## config.mk

```make
export PLATFORM = sky130hd
export DESIGN_NAME = t_ff_toggle_decoder
export DESIGN_NICKNAME = d
export VERILOG_FILES = /design/src/rtl/t_ff_toggle_decoder.sv
export SDC_FILE = /design/constraint.sdc
export NUM_CORES = 1
export LEC_CHECK = 0
export ABC_CLOCK_PERIOD_IN_PS = 1900
export BUFFER_PORTS_ARGS = -buffer_cell sky130_fd_sc_hd__buf_2
export CORE_ASPECT_RATIO = 0.8
export CORE_MARGIN = 2
export CORE_UTILIZATION = 45
export CTS_CLUSTER_DIAMETER = 30
export CTS_CLUSTER_SIZE = 25
export DETAILED_ROUTE_END_ITERATION = 8
export PLACE_DENSITY = 0.72
export REMOVE_ABC_BUFFERS = 1
export SLEW_MARGIN = 20
export SYNTH_ARGS = -nofsm -noshare
export SYNTH_HDL_FRONTEND = slang
export SYNTH_SLANG_ARGS = --single-unit
```

## constraint.sdc

```tcl
create_clock -name clk -period 1.9 [get_ports clk]
set_input_delay 0.19 -clock clk [delete_from_list [all_inputs] [get_ports clk]]
set_output_delay 0.19 -clock clk [all_outputs]
set_load 0.005 [all_outputs]
```

## src/rtl/t_ff_toggle_decoder.sv

```systemverilog
// ============================================================================
// Module   : t_ff_toggle_decoder
// Brief    : Recovers the T stream from the SR/JK/D T-flip-flop Q outputs,
//            cross-checks the three Qs, counts toggles/disagreements and
//            latches a sticky fault. Optional macro: TOGGLE_VOTE_EN
//            (majority-voted sample, fault only after err_cnt saturates).
// Revision : 1.0 - initial release
// ============================================================================
`default_nettype none

module t_ff_toggle_decoder #(
  parameter int CNT_W = 8,
  parameter int ERR_W = 4
) (
  input  logic             clk,
  input  logic             rst,
  input  logic             en,
  input  logic             clr,
  input  logic             Q_SR,
  input  logic             Q_JK,
  input  logic             Q_D,
  output logic             T_rec,
  output logic             T_valid,
  output logic [CNT_W-1:0] toggle_cnt,
  output logic             mismatch,
  output logic [ERR_W-1:0] err_cnt,
  output logic             fault,
  output logic [1:0]       state
);

  typedef enum logic [1:0] {
    S_IDLE  = 2'b00,
    S_RUN   = 2'b01,
    S_FAULT = 2'b10
  } state_t;

  localparam logic [CNT_W-1:0] C_CNT_ZERO = '0;
  localparam logic [ERR_W-1:0] C_ERR_ZERO = '0;
  localparam logic [ERR_W-1:0] C_ERR_ONE  = {{(ERR_W-1){1'b0}}, 1'b1};

  state_t           state_q, state_d;
  logic             q_prev_q, q_prev_d;
  logic             t_rec_q, t_rec_d;
  logic             t_valid_q, t_valid_d;
  logic [CNT_W-1:0] tog_q, tog_d;
  logic             mism_q, mism_d;
  logic [ERR_W-1:0] err_q, err_d;

  logic q_sel;
  logic disagree;
  logic err_sat;
  logic fault_trig;
  logic toggle;

  assign disagree = en & ~((Q_SR == Q_JK) && (Q_JK == Q_D));
  assign err_sat  = &err_q;

`ifdef TOGGLE_VOTE_EN
  // Voting masks a single bad flop; only a persistent problem is fatal.
  assign q_sel      = (Q_SR & Q_JK) | (Q_SR & Q_D) | (Q_JK & Q_D);
  assign fault_trig = disagree & err_sat;
`else
  assign q_sel      = Q_D;
  assign fault_trig = disagree;
`endif

  assign toggle = q_sel ^ q_prev_q;

  always_comb begin
    state_d   = state_q;
    q_prev_d  = q_prev_q;
    t_rec_d   = t_rec_q;
    t_valid_d = 1'b0;
    tog_d     = tog_q;
    mism_d    = 1'b0;
    err_d     = err_q;

    if (clr) begin
      state_d = S_IDLE;
      tog_d   = C_CNT_ZERO;
      err_d   = C_ERR_ZERO;
      t_rec_d = 1'b0;
    end else if (en) begin
      mism_d = disagree;
      if (disagree && !err_sat) begin
        err_d = err_q + C_ERR_ONE;
      end
      case (state_q)
        S_RUN: begin
          // The sample that trips the fault still updates T_rec/toggle_cnt.
          t_rec_d  = toggle;
          tog_d    = tog_q + {{(CNT_W-1){1'b0}}, toggle};
          q_prev_d = q_sel;
          if (fault_trig) begin
            state_d = S_FAULT;
          end else begin
            t_valid_d = 1'b1;
          end
        end
        S_FAULT: begin
          state_d = S_FAULT;
        end
        default: begin
          q_prev_d = q_sel;
          state_d  = S_RUN;
        end
      endcase
    end
  end

  always_ff @(posedge clk or negedge rst) begin
    if (!rst) begin
      state_q   <= S_IDLE;
      q_prev_q  <= 1'b0;
      t_rec_q   <= 1'b0;
      t_valid_q <= 1'b0;
      tog_q     <= C_CNT_ZERO;
      mism_q    <= 1'b0;
      err_q     <= C_ERR_ZERO;
    end else begin
      state_q   <= state_d;
      q_prev_q  <= q_prev_d;
      t_rec_q   <= t_rec_d;
      t_valid_q <= t_valid_d;
      tog_q     <= tog_d;
      mism_q    <= mism_d;
      err_q     <= err_d;
    end
  end

  assign T_rec      = t_rec_q;
  assign T_valid    = t_valid_q;
  assign toggle_cnt = tog_q;
  assign mismatch   = mism_q;
  assign err_cnt    = err_q;
  assign fault      = (state_q == S_FAULT);
  assign state      = state_q;

endmodule

`default_nettype wire

```

# Yosys cells after proc, flatten, opt, wreduce, memory -nomap -nowiden
# Index checks and enable logic that the tools add are counted.
dict set report totals {
  regBits 18
  inputBits 7
  out_inout_bits 18
  word_cells 49
}
dict set report classes {
  add_sub_neg 2
  n_eq_ne 5
  mux 19
  n_bitwise 5
  n_reduce_logical 11
}
# op count
set ops {}
lappend ops {{$mux W8} 3}
lappend ops {{$mux W4} 3}
lappend ops {{$mux W1} 9}
lappend ops {{$add A8 B1 Y8} 1}
lappend ops {{$mux W2} 3}
lappend ops {{$reduce_and A2 Y1} 3}
lappend ops {{$reduce_bool A2 Y1} 3}
lappend ops {{$add A4 B1 Y4 const B} 1}
lappend ops {{$pmux W2 S2} 1}
lappend ops {{$reduce_and A4 Y1} 1}
lappend ops {{$ne A3 B3 Y1 const B} 1}
lappend ops {{$not A1 Y1} 3}
lappend ops {{$reduce_and A3 Y1} 1}
lappend ops {{$eq A1 B1 Y1} 2}
lappend ops {{$eq A2 B1 Y1 const B} 1}
lappend ops {{$eq A2 B2 Y1 const B} 1}
lappend ops {{$logic_and A1 B1 Y1} 2}
lappend ops {{$and A1 B1 Y1} 1}
lappend ops {{$logic_not A1 Y1} 1}
lappend ops {{$xor A1 B1 Y1} 1}

# Longest topological paths before layout
# Gate-level depths: netlist of run 1.
dict set report depth {
  word_depth 8
  ltp_mapped 7
  mapped_depth_nobuf 7
}

# Worst setup path before layout of run 1
# OpenSTA, ideal clock, no wires.
dict set report synth_path {
  path_type {flip-flop to flip-flop}
  startpoint {reg state_q[1], in the netlist state[1]}
  endpoint {reg state_q[1], in the netlist state[1]}
  setup_time_ps 71
  t_arrival_ps 1572
  t_required_ps 1829
  path_slack_ps 257
  path_stages_with_launch 7
  path_buffers 0
  period_less_slack_ps 1643
  path_cell_list {dfrtp_1 > inv_1 > ha_1 > or4b_1 > nand3_2 > mux2_1 > nor2_1}
}
dict set report synth_between {
  elab_chain_cells 4
  word_cells_on_any_way 7
  cone_classes {3 x eq/ne; 3 x mux; 1 x reduce/logical}
}
# element line_no
set synth_rtl {}
lappend synth_rtl {{start: declaration} 41} ;# state_t state_q, state_d;
lappend synth_rtl {{start signal: assignment} 121} ;# state_q <= state_d;
lappend synth_rtl {{$eq A2 B2 Y1 / $eq A2 B1 Y1 (equally long branches)} 88} ;# case (state_q)
lappend synth_rtl {{$pmux W2 S2} 88}
lappend synth_rtl {{$mux W2} 83} ;# end else if (en) begin
lappend synth_rtl {{$mux W2} 78} ;# if (clr) begin
# Several ways; a longest one is shown, not always the timed one. The select of a mux whose other input is x is not followed.
# A chain may end at the register's enable or synchronous reset.

# Final worst setup path of run 1
# Same ends and word-level chain as after synthesis.

==> results by group, run 1 <==
STA
  – Max transition margin: 0.725
  – Clock Skew: 0.00436 ns
  – Setup Viol. Count Final: 0
  – Tcrit/Tclk final: 0.928
  – Final min period: 1.76 ns
  – Unrepaired setup endpoints after global routing: false
  – Slew @ Worst Pin: 0.412 ns
  – Fmax: 0.567 GHz
  – Final hold violations: 0
  – Slew Limit Fails: 0
  – Setup TNS: 0 ns

Cells and area
  – Non-Filler Instances: 138
  – Share of cells above drive strength 1: 0.281
  – Synth-to-layout area growth: 19.0%
  – Net count reported at finish: 127
  – FF/Latch Area: 450 µm²
  – Area of the multi-input gates: 449 µm²
  – Filler cells: 175
  – ANT cells: 0

Synth
  – Largest cells by area after synthesis: dfrtp_1 (48%), ha_1 (6.7%), nor2_1 (6.0%), mux2i_1 (5.4%), xor2_1 (4.7%)
  – Area share of the largest cell type after synthesis: 0.484
  – Mapped Area: 931 µm²
  – Synth unique cells: 27
  – Mapped Cells: 88
  – Synthesis-stage register bit count: 18
  – Syn avg cell area: 10.6 µm²
  – Synth Warn #: 0
  – Sequential element share of the synthesized area: 0.484
  – Largest area contributor in the netlist: dfrtp_1

Setup path
  – CP Max Fanout: 5
  – Worst-path cell chain: inv_1, ha_1, or4b_1, nand3_2, mux2_1, nor2_1
  – Critical Path End Type: flip-flop
  – Crit path max-delay family: simple AND/OR/NAND/NOR gates
  – Critical path arrival: 1.98 ns
  – Slowest cell delay on critical path: 0.47 ns
  – Crit Path Category: reg -> reg
  – Startpoint types: flip-flop
  – Buffers & Inverters on Critical Path: 1
  – Worst path slowest cell: or4b_1
  – Required @ worst endpoint: 2.12 ns

CTS
  – TritonCTS clock tree: built
  – Post-CTS Setup Bufs: 0
  – Clock slew at reported path FFs: 0.10 ns
  – Post-cts hold buffer count: 1
  – Post-CTS resize count: 0
  – Skew-Pair Late Insertion Delay: 0.29 ns
  – CTS HTree Levels: 1
  – Clock buffer depth: 2
  – CTS Buf Count: 3
  – Root Driver: clkbuf_4
  – Clk sinks: 18

Placement
  – GPL Wtd Cong: 0.857
  – Port bufs: 24
  – Final HPWL from detailed placement: 1270 µm
  – Placed insts: 133

Routing
  – Via count: 722
  – First-iteration detailed-routing DRC count: 4
  – Post-DR wirelength/cell: 12.4 µm
  – Vias/cell: 5.23
  – # DRC: 0
  – ANT nets after route: 0
  – Final WL: 1710 µm
  – Initial DRT Pass Iterations: 4

Run
  – Number of max-cap violations: 0

Run status
  – Outcome: completed

Global route
  – Largest net degree at the start of global routing: 19
  – First-pass GRT wire length: 3020 µm
  – GRT Util Overall: 0.173
  – Gr ovfl total: 0
  – Vias in the first global route: 706
  – Initial antenna violation count: 0

Floorplanning
  – Core area: 1910 µm²
  – Die Y: 44.7 µm
  – Rows: 14
  – Initial Util: 0.488
  – Die X: 54.9 µm
  – Ports: 25
  – Die area: 2450 µm²

Pwr
  – Power per cell area: 694 nW/µm²
  – IR drop worst, VDD: 0.462 mV
  – P_leak: 0.563 nW

Worst hold path
  – Worst min-delay path class: in -> reg
==> state kept, by name (all words and copies together), names as in the netlist <==
| name | count |
|---|---|
| toggle_cnt | 8 |
| err_cnt | 4 |
| state | 2 |
| T_rec | 1 |
| T_valid | 1 |
| mismatch | 1 |
| q_prev_q | 1 |
==> logic make-up (layout without fill, tap and decap cells) <==
kind of cell / count (synthesis) / after routing / synth area share
fa+ha+maj: 5 / 5 / 0.0672
simple gates: 39 / 39 / 0.235
compound gates: 5 / 5 / 0.0269
buf+inv: 6 / 32 / 0.0336
flops: 18 / 18 / 0.484
mux: 7 / 7 / 0.0780
xor+xnor: 8 / 8 / 0.0753
==> layout by cell type (no fill, tap or decap), types with 2 or more instances in the layout <==
cell type / count
xor2_1: 5
ha_1: 5
nor3_1: 2
xnor2_1: 3
inv_1: 3
or3_1: 2
dfrtp_1: 18
o21ai_0: 2
a21oi_1: 3
nand2_1: 5
nand3_1: 4
clkbuf_4: 3
nor2_1: 15
nand4_1: 3
mux2i_1: 5
buf_2: 24
==> report_power, final <==
group / leakage [nW] / internal [mW] / switching, mW / total, mW
registers: 0.245 / 0.401 / 0.0154 / 0.417
logic: 0.297 / 0.0543 / 0.0666 / 0.121
clock network: 0.0210 / 0.117 / 0.115 / 0.231
total: 0.563 / 0.572 / 0.197 / 0.769
==> routing by layer <==
metal,wire length [µm],GRT usage,part of all wire,vias to the layer above
met2,854,0.290,0.50,17
met4,13,0.0300,0.0076,0
met5,0,0,0,-
met3,96,0.0743,0.056,2
li1,-,-,-,354
met1,748,0.206,0.44,349
==> layout make-up <==
class	count	share of cell area
Sequential cell	18	0.407
Multi-Input combinational cell	64	0.406
Timing Repair Buffer	25	0.118
Clock buffer	4	0.0328
Tap cell	24	0.0271
Inverter	3	0.0102
==> cell usage after synthesis <==
library cell,number
nor2_1,15
or3_1,2
nand2_1,5
nand3_2,1
or2b_1,1
or4b_1,1
nor3_1,2
buf_6,1
mux2_1,1
o21ai_0,2
and2_1,1
xor2_1,5
mux2i_1,5
mux2_2,1
nand4_1,3
inv_1,3
xnor2_1,3
clkbuf_1,1
a21oi_1,3
nand3_1,4
or3_4,1
nor4_1,1
ha_1,5
dfrtp_1,18
nand4_4,1
buf_2,1
and4b_1,1
==> through the flow <==
| stage | utilization | hold slack, ns | instance area (µm²) | total power [mW] | setup WS (ns) |
|---|---|---|---|---|---|
| floorplan | - | -0.106 | 911 | 0.491 | 0.257 |
| global placement | 0.556 | 0.142 | 1060 | 0.541 | 0.243 |
| detailed placement | 0.556 | 0.143 | 1060 | 0.546 | 0.160 |
| CTS | 0.580 | 0.204 | 1110 | 0.786 | 0.132 |
| global route | 0.580 | 0.225 | 1110 | 0.823 | 0.0520 |
| finish | 0.580 | 0.223 | 1110 | 0.769 | 0.136 |
==> path summary, 6_finish.rpt <==
path | cells after the start | endpoint | slack [ns] | startpoint
min in group asynchronous | 2 | q_prev_q | 0.35 | rst
max in group asynchronous | 2 | toggle_cnt[3] | 1.26 | rst
max reg2reg | 6 | state[1] | 0.14 | state[1]
min reg2reg | 1 | q_prev_q | 0.55 | q_prev_q
min | 2 | q_prev_q | 0.22 | Q_D
max | 6 | state[1] | 0.14 | state[1]
No activity file was read; power rests on OpenSTA's default activity.
==> inputs of run 2 (changes only) <==
Settings changed: ABC_CLOCK_PERIOD_IN_PS 1900 to 1750, SETUP_SLACK_MARGIN from default to 0.2.
Clock period 1.9 ns to 1.75 ns, I/O delays scaled along.
==> run 2 against run 1 <==
  * Worst setup slack worse by 0.027 ns
  * Wire length up 21%
  * Clock skew rose by 0.00095 ns
  * Clock-buffer cell count unchanged
==> results by group, run 2 (synthesized netlist as in run 1, its figures left out) <==
CTS
  – Clock slew at reported path FFs: 0.10 ns (about the same)
  – TritonCTS clock tree: built (unchanged)
  – CTS Buf Count: 3 (unchanged)
  – Skew-Pair Late Insertion Delay: 0.30 ns (was 0.29 ns)
  – Clock buffer depth: 2 (unchanged)
  – Clk sinks: 18 (unchanged)
  – Root Driver: clkbuf_4 (unchanged)
  – CTS HTree Levels: 1 (unchanged)

Setup path
  – Buffers & Inverters on Critical Path: 1 (unchanged)
  – Crit Path Category: reg -> reg (unchanged)
  – Critical path arrival: 1.88 ns (was 1.98 ns)
  – Worst-path cell chain: inv_2, ha_4, or4b_4, nand3_4, mux2_4, nor2_4 (was inv_1, ha_1, or4b_1, nand3_2, mux2_1, nor2_1)
  – Worst reg2reg path endpoint: state[1] (unchanged)
  – Critical Path End Type: flip-flop (unchanged)
  – R2R depth: 6 (unchanged)
  – Slowest cell delay on critical path: 0.46 ns (was 0.47 ns)
  – Crit path max-delay family: simple AND/OR/NAND/NOR gates (unchanged)
  – Reg2reg setup slack: 0.11 ns (was 0.14 ns)
  – Worst path slowest cell: or4b_4 (was or4b_1)
  – Startpoint types: flip-flop (unchanged)
  – CP Max Fanout: 2 (was 5)
  – Critical Path Start: state[1] (unchanged)
  – Required @ worst endpoint: 1.99 ns (was 2.12 ns)
  – Reg2reg start: state[1] (unchanged)

Pwr
  – P_leak: 0.625 nW (was 0.563 nW)
  – IR drop worst, VDD: 0.460 mV (was 0.462 mV)
  – Power per cell area: 719 nW/µm² (was 694 nW/µm²)
  – Total power: 919 µW (was 769 µW)

Run
  – Number of max-cap violations: 0 (unchanged)

Floorplanning
  – Ports: 25 (unchanged)
  – Core area: 1910 µm² (unchanged)
  – Die Y: 44.7 µm (unchanged)
  – Rows: 14 (unchanged)
  – Initial Util: 0.488 (unchanged)
  – Die X: 54.9 µm (unchanged)
  – Die area: 2450 µm² (unchanged)

Placement
  – Place WS: 0.0145 ns (was 0.160 ns)
  – Cell Area, Placed: 1080 µm² (was 1060 µm²)
  – Placed insts: 135 (was 133)
  – Port bufs: 24 (unchanged)
  – Final HPWL from detailed placement: 1430 µm (was 1270 µm)
  – GPL Wtd Cong: 0.833 (was 0.857)

Cells and area
  – Final Core Density: 0.669 (was 0.580)
  – Synth-to-layout area growth: 37.2% (was 19.0%)
  – Most frequent cells in the layout: buf_2 (24), dfrtp_1 (18), nor2_1 (14) (was buf_2 (24), dfrtp_1 (18), nor2_1 (15))
  – Net count reported at finish: 138 (was 127)
  – Non-Filler Instances: 149 (was 138)
  – Final instance area: 1280 µm² (was 1110 µm²)
  – Share of cells above drive strength 1: 0.456 (was 0.281)
  – Max FFs per register: 8 (unchanged)
  – Most common cell after layout, fill and taps aside: buf_2 (unchanged)
  – Filler cells: 144 (was 175)
  – ANT cells: 0 (unchanged)

STA
  – Unrepaired setup endpoints after global routing: true (was false)
  – Slew @ Worst Pin: 0.393 ns (was 0.412 ns)
  – Final min period: 1.64 ns (was 1.76 ns)
  – Max transition margin: 0.738 (was 0.725)
  – Setup Viol. Count Final: 0 (unchanged)
  – Hold slack: 0.215 ns (was 0.223 ns)
  – Final hold violations: 0 (unchanged)
  – Fmax: 0.609 GHz (was 0.567 GHz)
  – Slew Limit Fails: 0 (unchanged)
  – Clock Skew: 0.00530 ns (was 0.00436 ns)
  – Setup TNS: 0 ns (unchanged)
  – Tcrit/Tclk final: 0.938 (was 0.928)
  – Final WS setup: 0.109 ns (was 0.136 ns)

Worst hold path
  – Hold EP: mismatch (was q_prev_q)
  – WHS Path Cells: 3 (was 2)
  – Worst min-delay path class: in -> reg (unchanged)
  – Worst hold start: clr (was Q_D)

Global route
  – Largest net degree at the start of global routing: 19 (unchanged)
  – Initial antenna violation count: 0 (unchanged)
  – GRT Util Overall: 0.193 (was 0.173)
  – Gr ovfl total: 0 (unchanged)
  – First-pass GRT wire length: 3310 µm (was 3020 µm)
  – Vias in the first global route: 730 (was 706)

Run status
  – Outcome: completed (unchanged)

Routing
  – Post-DR wirelength/cell: 13.9 µm (was 12.4 µm)
  – Via count: 780 (was 722)
  – Initial DRT Pass Iterations: 5 (was 4)
  – Vias/cell: 5.23 (about the same)
  – Final WL: 2070 µm (was 1710 µm)
  – First-iteration detailed-routing DRC count: 9 (was 4)
  – # DRC: 0 (unchanged)
  – ANT nets after route: 0 (unchanged)
## run 2: cell types whose count changed in the layout (fill, tap and decap cells not counted), moves of 2 or more
| cell | delta |
|---|---|
| ha_1 | -3 |
| ha_4 | +2 |
| buf_4 | +10 |
| nor3_2 | +2 |
| nor3_1 | -2 |
## run 2: report_power, final
part	switching, mW	total [mW]	internal (mW)	leakage [nW]
logic	0.100	0.207	0.106	0.359
registers	0.0184	0.454	0.436	0.245
clock network	0.131	0.258	0.127	0.0210
## run 2: cell type report
type	count	area (µm²)	area share
repair buffers	36	216	0.169
multi-input cells	64	533	0.417
well taps	24	30.0	0.0235
clock buffers	4	36.3	0.0284
flip-flops and latches	18	450	0.353
inverters	3	11.3	0.00881
## run 2: timing repair
action | in CTS | in global routing
pin swaps | 3 | 3
gates resized for setup | 12 | 7
endpoints found under the setup margin | 5 | 9
hold buffers | 1 | 0
buffers inserted | 4 | 5
cloned | 0 | 0
hold endpoints to repair | 18 | 0
## run 2: worst max path at each step
| stage | end | slack (ns) | cells after the start |
|---|---|---|---|
| after floorplan | state[1] | 0.11 | 6 |
| after global placement | state[1] | 0.16 | 6 |
| final | state[1] | 0.11 | 6 |
| after detailed placement | state[1] | 0.01 | 6 |
| after CTS | state[1] | 0.11 | 6 |
| after global routing | state[1] | 0.07 | 6 |
## run 2: tightest hold or removal path, stage by stage
cell and delay, ns:
buf_2 0.13, or2b_1 0.13, nor2_1 0.04
## run 2: per-layer routing
| layer | share of wire | routed length, µm | GRT usage |
|---|---|---|---|
| met3 | 0.065 | 134 | 0.0811 |
| met4 | 0.0048 | 10 | 0.0500 |
| met1 | 0.45 | 926 | 0.250 |
| met2 | 0.48 | 994 | 0.298 |
| met5 | 0 | 0 | 0 |
